File: config.mk
export PLATFORM = sky130hd
export DESIGN_NAME = fetch_unit
export DESIGN_NICKNAME = d
export VERILOG_FILES = /design/src/rtl/fetch_unit.sv
export SDC_FILE = /design/constraint.sdc
export NUM_CORES = 1
export LEC_CHECK = 0
export CORE_MARGIN = 8
export CORE_UTILIZATION = 50
export DETAILED_ROUTE_END_ITERATION = 16
export PLACE_DENSITY = 0.86
export SETUP_SLACK_MARGIN = 0.15
export SYNTH_ARGS = -nofsm -noshare
export SYNTH_HDL_FRONTEND = slang
export SYNTH_SLANG_ARGS = --single-unit
export TNS_END_PERCENT = 1
File: constraint.sdc
create_clock -name clk -period 4 [get_ports clk]
set_input_delay 0.8 -clock clk [delete_from_list [all_inputs] [get_ports clk]]
set_output_delay 0.8 -clock clk [all_outputs]
set_load 0.01 [all_outputs]
File: src/rtl/fetch_unit.sv
// Instruction fetch stage: owns the PC, issues word fetches under a credit limit,
// buffers returned words for the decoder, and squashes everything on redirect.
// Optional misaligned-redirect trap is enabled by defining FETCH_MISALIGN_TRAP_EN.
module fetch_unit #(
  parameter logic [31:0] RESET_PC = 32'h0000_0000,
  parameter int          DEPTH    = 2
) (
  input  logic        clk,
  input  logic        rst,
  output logic        imem_req,
  output logic [31:0] imem_addr,
  input  logic        imem_gnt,
  input  logic        imem_rvalid,
  input  logic [31:0] imem_rdata,
  input  logic        redirect,
  input  logic [31:0] redirect_pc,
  output logic        inst_valid,
  output logic [31:0] inst,
  output logic [31:0] inst_pc,
  input  logic        inst_ready,
  output logic        misalign
);

  localparam int PW = $clog2(DEPTH);
  localparam int CW = $clog2(DEPTH + 1);
  localparam logic [CW:0] DEPTH_C = (CW+1)'(DEPTH);

  logic [31:0]   pc;
  logic [31:0]   head_pc;
  logic [31:0]   target_pc;
  logic [31:0]   fifo_mem [DEPTH];
  logic [PW-1:0] rd_ptr;
  logic [PW-1:0] wr_ptr;
  logic [CW-1:0] count;
  logic [CW-1:0] outstanding;
  logic [CW-1:0] discard;
  logic [CW:0]   credit_sum;
  logic          misalign_q;
  logic          xfer;
  logic          push;
  logic          drop;
  logic          pop;

`ifdef FETCH_MISALIGN_TRAP_EN
  logic misalign_nxt;

  assign target_pc    = redirect_pc;
  assign misalign_nxt = |redirect_pc[1:0];

  always_ff @(posedge clk or posedge rst) begin
    if (rst) begin
      misalign_q <= 1'b0;
    end else if (redirect) begin
      misalign_q <= misalign_nxt;
    end
  end
`else
  logic unused_align_bits;

  // Low target bits are dropped: redirects always land on a word boundary.
  assign target_pc         = {redirect_pc[31:2], 2'b00};
  assign unused_align_bits = ^redirect_pc[1:0];
  assign misalign_q        = 1'b0;
`endif

  // Credit covers both FIFO occupancy and in-flight words so a push can never overflow.
  assign credit_sum = {1'b0, outstanding} + {1'b0, count};
  assign imem_req   = !rst && !redirect && !misalign_q && (credit_sum < DEPTH_C);
  assign imem_addr  = pc;

  assign xfer       = imem_req && imem_gnt;
  assign drop       = imem_rvalid && (discard != '0);
  assign push       = imem_rvalid && (discard == '0) && !redirect;
  assign inst_valid = (count != '0);
  assign pop        = inst_valid && inst_ready && !redirect;

  assign inst       = inst_valid ? fifo_mem[rd_ptr] : '0;
  assign inst_pc    = head_pc;
  assign misalign   = misalign_q;

  always_ff @(posedge clk or posedge rst) begin
    if (rst) begin
      pc          <= RESET_PC;
      head_pc     <= RESET_PC;
      rd_ptr      <= '0;
      wr_ptr      <= '0;
      count       <= '0;
      outstanding <= '0;
      discard     <= '0;
    end else begin
      outstanding <= outstanding + CW'(xfer) - CW'(imem_rvalid);
      if (redirect) begin
        pc      <= target_pc;
        head_pc <= target_pc;
        count   <= '0;
        rd_ptr  <= wr_ptr;
        // Everything still in flight after this edge belongs to the old stream.
        discard <= outstanding - CW'(imem_rvalid);
      end else begin
        if (xfer) begin
          pc <= pc + 32'd4;
        end
        if (pop) begin
          head_pc <= head_pc + 32'd4;
          rd_ptr  <= rd_ptr + PW'(1);
        end
        if (push) begin
          wr_ptr <= wr_ptr + PW'(1);
        end
        count <= count + CW'(push) - CW'(pop);
        if (drop) begin
          discard <= discard - CW'(1);
        end
      end
    end
  end

  always_ff @(posedge clk) begin
    if (push) begin
      fifo_mem[wr_ptr] <= imem_rdata;
    end
  end

endmodule
== Word-level counts from Yosys, hierarchy flattened ==
Memory sizes are Yosys's and may differ from the RTL's.
Cells that the tools add are included.
W data, S select, Z words.
Operators by class
  multiplexer cells: 12
  magnitude comparators: 1
  bitwise operators: 1
  add/sub/neg operators: 11
  reduce and logical (&&, ||, !) cells: 17
Operator list (number)
  $mux W32: 5
  $add A32 B3 Y32 const B: 2
  $reduce_bool A2 Y1: 5
  $logic_and A1 B1 Y1: 8
  $mux W2: 3
  $sub A2 B1 Y2: 3
  $add A2 B1 Y2: 2
  $mux W1: 4
  $add A2 B2 Y3: 1
  $lt A3 B2 Y1 const B: 1
  $add A1 B1 Y1 const B: 2
  $logic_not A1 Y1: 2
  $logic_not A2 Y1: 1
  $reduce_and A2 Y1: 1
  $sub A2 B1 Y2 const B: 1
  $not A1 Y1: 1
Word-level totals
  register bits: 72
  memories: 1
  bits in writable memories: 64
  word-level logic and storage cells: 50
  input port bits: 70
  output and inout bits: 99
Memories
  fifo_mem: words 2, width 32, read ports 1, clocked after memory_dff 0, wr ports 1, RTL line 31  | logic [31:0] fifo_mem [DEPTH];

== Longest topological paths before layout ==
  depth in word-level cells: 6
  mapped depth: 12
  gate-level depth less buffers: 10

== Worst setup path after synthesis ==
OpenSTA, ideal clock, no wires.
  kind: input -> register
  start point: input port redirect
  end point: memory fifo_mem[0][0], enable pin
  setup slack: 1.110 ns
  data required time: 3.579 ns
  arrival time: 2.469 ns
  setup time: 0.421 ns
  path buffers: 0
  stages: 3
  path through: clkinv_1 > nand3_1 > nor2_1
Between the ends
  word-level cells in the longest chain between the ends: 4
RTL lines
  from (decl): RTL line 15  | input logic redirect,
  $logic_not A1 Y1: RTL line 73  | assign push = imem_rvalid && (discard == '0) && !redirect;
  $logic_and A1 B1 Y1: RTL line 73
  $mux W1: RTL line 119  | if (push) begin
  $mux W1 (not written as such): RTL line 120  | fifo_mem[wr_ptr] <= imem_rdata;
  to (decl): RTL line 31
Every way passes these cells.

== Final worst setup path ==
  start point: register count[0]
  end point: output port imem_req
Between the ends
  word-level cells in the longest chain between the ends: 3
RTL lines
  from (decl): RTL line 34  | logic [CW-1:0] count;
  from (signal assigned): RTL line 110  | count <= count + CW'(push) - CW'(pop);
  $add A2 B2 Y3: RTL line 67  | assign credit_sum = {1'b0, outstanding} + {1'b0, count};
  $lt A3 B2 Y1: RTL line 68  | assign imem_req = !rst && !redirect && !misalign_q && (credit_sum < DEPTH_C);
  $logic_and A1 B1 Y1: RTL line 68
  to (decl): RTL line 10  | output logic imem_req,
Every way passes these cells.

==> results.sh <==
export IMPL_criticalPathCategory="reg2out"
export IMPL_p_comb_frac=0.231
export IMPL_clk_root_buffer_cell="clkbuf_16"
export IMPL_dieArea_sq_um=16500
export IMPL_synth_edf_count=64
export IMPL_seqCellArea_sq_um=3620
export IMPL_syn_instance_count=560
export IMPL_syn_area_sq_um=6330
export IMPL_crit_path_max_fanout=6
export IMPL_synth_cell_type_count=53
export IMPL_drt_iter0_drc=389
export IMPL_synthFlopType="dfrtp_1"
export IMPL_rr_startpoint="count[0]"
export IMPL_clockBufferDepth=2
export IMPL_finalSetupViolCount=0
export IMPL_area_growth_synth_to_final_pct=38.1
export IMPL_numPortBuffers=161
export IMPL_fp_dieH_microns=129
export IMPL_num_io_pins=169
export IMPL_cp_arrival_ps=2530
export IMPL_worstRegToRegCells=7
export IMPL_hold_path_class="reg2reg"
export IMPL_min_period_ps=3330
export IMPL_wl_per_cell_microns=19.3
export IMPL_wl_mm=17.5
export IMPL_period_share=0.832
export IMPL_async_flop_share=0.515
export IMPL_yosysSeqAreaShare=0.572
export IMPL_place_gp_congestion=0.900
export IMPL_max_vdd_ir_drop_mv=0.209
export IMPL_grt_pass1_vias=5374
export IMPL_die_x_microns=129
export IMPL_via_per_inst=5.77
export IMPL_initial_core_util=0.508
export IMPL_postCtsSetupBuffers=0
export IMPL_fmax_mhz=301
export IMPL_endpoint="imem_req"
export IMPL_crit_required_ps=3200
export IMPL_layout_nets=804
export IMPL_relSlewSlack=0.208
export IMPL_cts_resized=0
export IMPL_maxCapViolations=0
export IMPL_skew_ps=7.46
export IMPL_status="completed"
export IMPL_multiInputGateArea_sq_um=2530
export IMPL_synth_seq_cells=132
export IMPL_grt_setup_unrepaired="false"
export IMPL_cts_tree="built"
export IMPL_final_max_slew_violation_count=0
export IMPL_grt_max_degree=70
export IMPL_hpwlAfterDp_mm=12.3
export IMPL_first_pass_iters=5
export IMPL_antenna_found_initial=0
export IMPL_postCtsHoldBufs=0
export IMPL_drive_gt1_frac=0.0827
export IMPL_syn_area_per_cell_sq_um=11.3
export IMPL_clock_power_share=0.368
export IMPL_grtUsageTotal=0.217
export IMPL_reg2reg_to="imem_addr[6]"
export IMPL_clk_latency_ps=420
export IMPL_rrSetupSlack_ps=840
export IMPL_fillCellCount=889
export IMPL_crit_path_start="count[0]"
export IMPL_cp_end_kind="output pin"
export IMPL_ant_nets=0
export IMPL_drcViolationCount=0
export IMPL_critPathLaunchType="register"
export IMPL_grt_pass1_wl_mm=27.9
export IMPL_internal_power_uw=3250
export IMPL_rows=41
export IMPL_p_sw_frac=0.286
export IMPL_core_area_sq_um=12500
export IMPL_n_antenna_cell=0
export IMPL_p_switching_uw=1310
export IMPL_htree_levels=4
export IMPL_p_leak_uw=0.00332
export IMPL_worst_slew_pin_slew_ps=1180
export IMPL_powerDensity_nw_per_um2=522
export IMPL_power_uw=4560
export IMPL_routed_via_count=5248
export IMPL_clkTransAtPathRegs_ps=60
export IMPL_cts_buffers=17
export IMPL_finalHoldViolCount=0
export IMPL_p_seq_frac=0.401
export IMPL_setup_tns_final_ps=0
export IMPL_ys_warn_count=0
export IMPL_cts_sinks=132
export IMPL_grt_overflow_total=0
==> flip-flops by register name, summed over array words and instances (netlist names) <==
| register | count |
|---|---|
| count | 2 |
| outstanding | 2 |
| fifo_mem | 64 |
| wr_ptr | 1 |
| discard | 2 |
| inst_pc | 30 |
| rd_ptr | 1 |
| imem_addr | 30 |
==> power groups by stage <==
stage / Combinational [uW] / Sequential, uW / Clock, uW
final: 1050 / 1830 / 1680
after global routing: 1140 / 1860 / 1760
after CTS: 1060 / 1830 / 1700
after detailed placement: 1050 / 1850 / 0
after global placement: 1010 / 1840 / 0
after floorplan: 605 / 1760 / 0
==> Yosys cell counts (2+ instances only) <==
cell / n / area, sq um
o221ai_1: 2 / 17.5
mux2_2: 2 / 22.5
clkbuf_1: 16 / 60.1
xor2_1: 22 / 193
a31oi_1: 6 / 37.5
o211ai_1: 15 / 113
a21oi_1: 7 / 35.0
nand4_1: 17 / 106
nor4_4: 5 / 106
dfrtp_1: 68 / 1700
o311ai_1: 2 / 17.5
inv_1: 13 / 48.8
o21ai_0: 44 / 220
ha_1: 8 / 100
o311ai_0: 11 / 96.3
nor4_1: 2 / 12.5
and3_1: 9 / 56.3
nand3_1: 27 / 135
buf_4: 5 / 37.5
nor2_1: 56 / 210
xnor2_1: 13 / 114
mux2i_1: 33 / 330
or4_1: 6 / 45.0
nand2_1: 67 / 251
buf_2: 5 / 25.0
nor3_1: 3 / 15.0
edfxtp_1: 64 / 1920
and4_1: 7 / 61.3
==> stage by stage <==
step                      area, sq um  hold slack [ps]  worst slack (ps)  utilization  std cells
after floorplan                  6340              488              1110            -        564
after global placement           8100              515               844        0.650        878
after detailed placement         8100              526               806        0.650        878
after CTS                        8740              540               665        0.701        910
after global routing             8740              565               554        0.701        910
final                            8740              536               673        0.701        910
==> cell families after synthesis <==
| group | count (synthesis) | share of synthesized area |
|---|---|---|
| adder cells (fa/ha/maj) | 9 | 0.0190 |
| AND/OR/NAND/NOR | 212 | 0.178 |
| buffers and inverters | 43 | 0.0308 |
| multiplexers | 35 | 0.0557 |
| XOR/XNOR | 35 | 0.0484 |
| flip-flops | 132 | 0.572 |
| AO/OA/AOI/OAI | 93 | 0.0947 |
| other | 1 | 0.000592 |
==> worst min-delay path by stage <==
stage / startpoint / end / cells after the start
2_1_floorplan: wr_ptr / wr_ptr / 1
3_3_place_gp: outstanding[0] / outstanding[0] / 1
3_5_place_dp: outstanding[0] / outstanding[0] / 1
4_1_cts: outstanding[0] / outstanding[0] / 1
5_1_grt: outstanding[0] / outstanding[0] / 1
6_report: outstanding[0] / outstanding[0] / 1
==> worst max-delay path, stage by stage, from the launching register on <==
cell and delay [ps]:
dfrtp_1 480, and2_1 190, fa_1 470, nor4_4 300, clkdlybuf4s50_1 660
==> per-layer routing <==
layer	vias up	share of wire	GRT usage
met3	24	0.098	0.0819
li1	2381	-	-
met5	-	0	0
met4	0	0.011	0.0753
met1	2578	0.40	0.256
met2	265	0.49	0.357
==> placed cells by master (no fill, tap or decap), types with 5 or more instances in the layout <==
| master | netlist | routed |
|---|---|---|
| o21ai_0 | 44 | 44 |
| ha_1 | 8 | 8 |
| xor2_1 | 22 | 22 |
| dfrtp_1 | 68 | 67 |
| a21oi_1 | 7 | 7 |
| nor2_1 | 56 | 53 |
| conb_1 | 1 | 5 |
| nand4_1 | 17 | 17 |
| bufinv_16 | 0 | 5 |
| mux2i_1 | 33 | 33 |
| clkdlybuf4s50_1 | 0 | 160 |
| and3_1 | 9 | 9 |
| or4_1 | 6 | 6 |
| nand3_1 | 27 | 27 |
| and4_1 | 7 | 7 |
| nor4_4 | 5 | 5 |
| o311ai_0 | 11 | 11 |
| a31oi_1 | 6 | 6 |
| clkbuf_16 | 0 | 17 |
| buf_4 | 5 | 9 |
| nand2_1 | 67 | 67 |
| inv_1 | 13 | 12 |
| o211ai_1 | 15 | 15 |
| xnor2_1 | 13 | 13 |
| edfxtp_1 | 64 | 64 |
==> cell type report <==
| class | count | area share |
|---|---|---|
| repair buffers | 170 | 0.191 |
| well taps | 172 | 0.0246 |
| clock buffers | 18 | 0.0491 |
| flip-flops and latches | 132 | 0.415 |
| multi-input cells | 389 | 0.290 |
| clock inverters | 14 | 0.0240 |
| inverters | 15 | 0.00644 |
(Power assumes the default switching activity.)
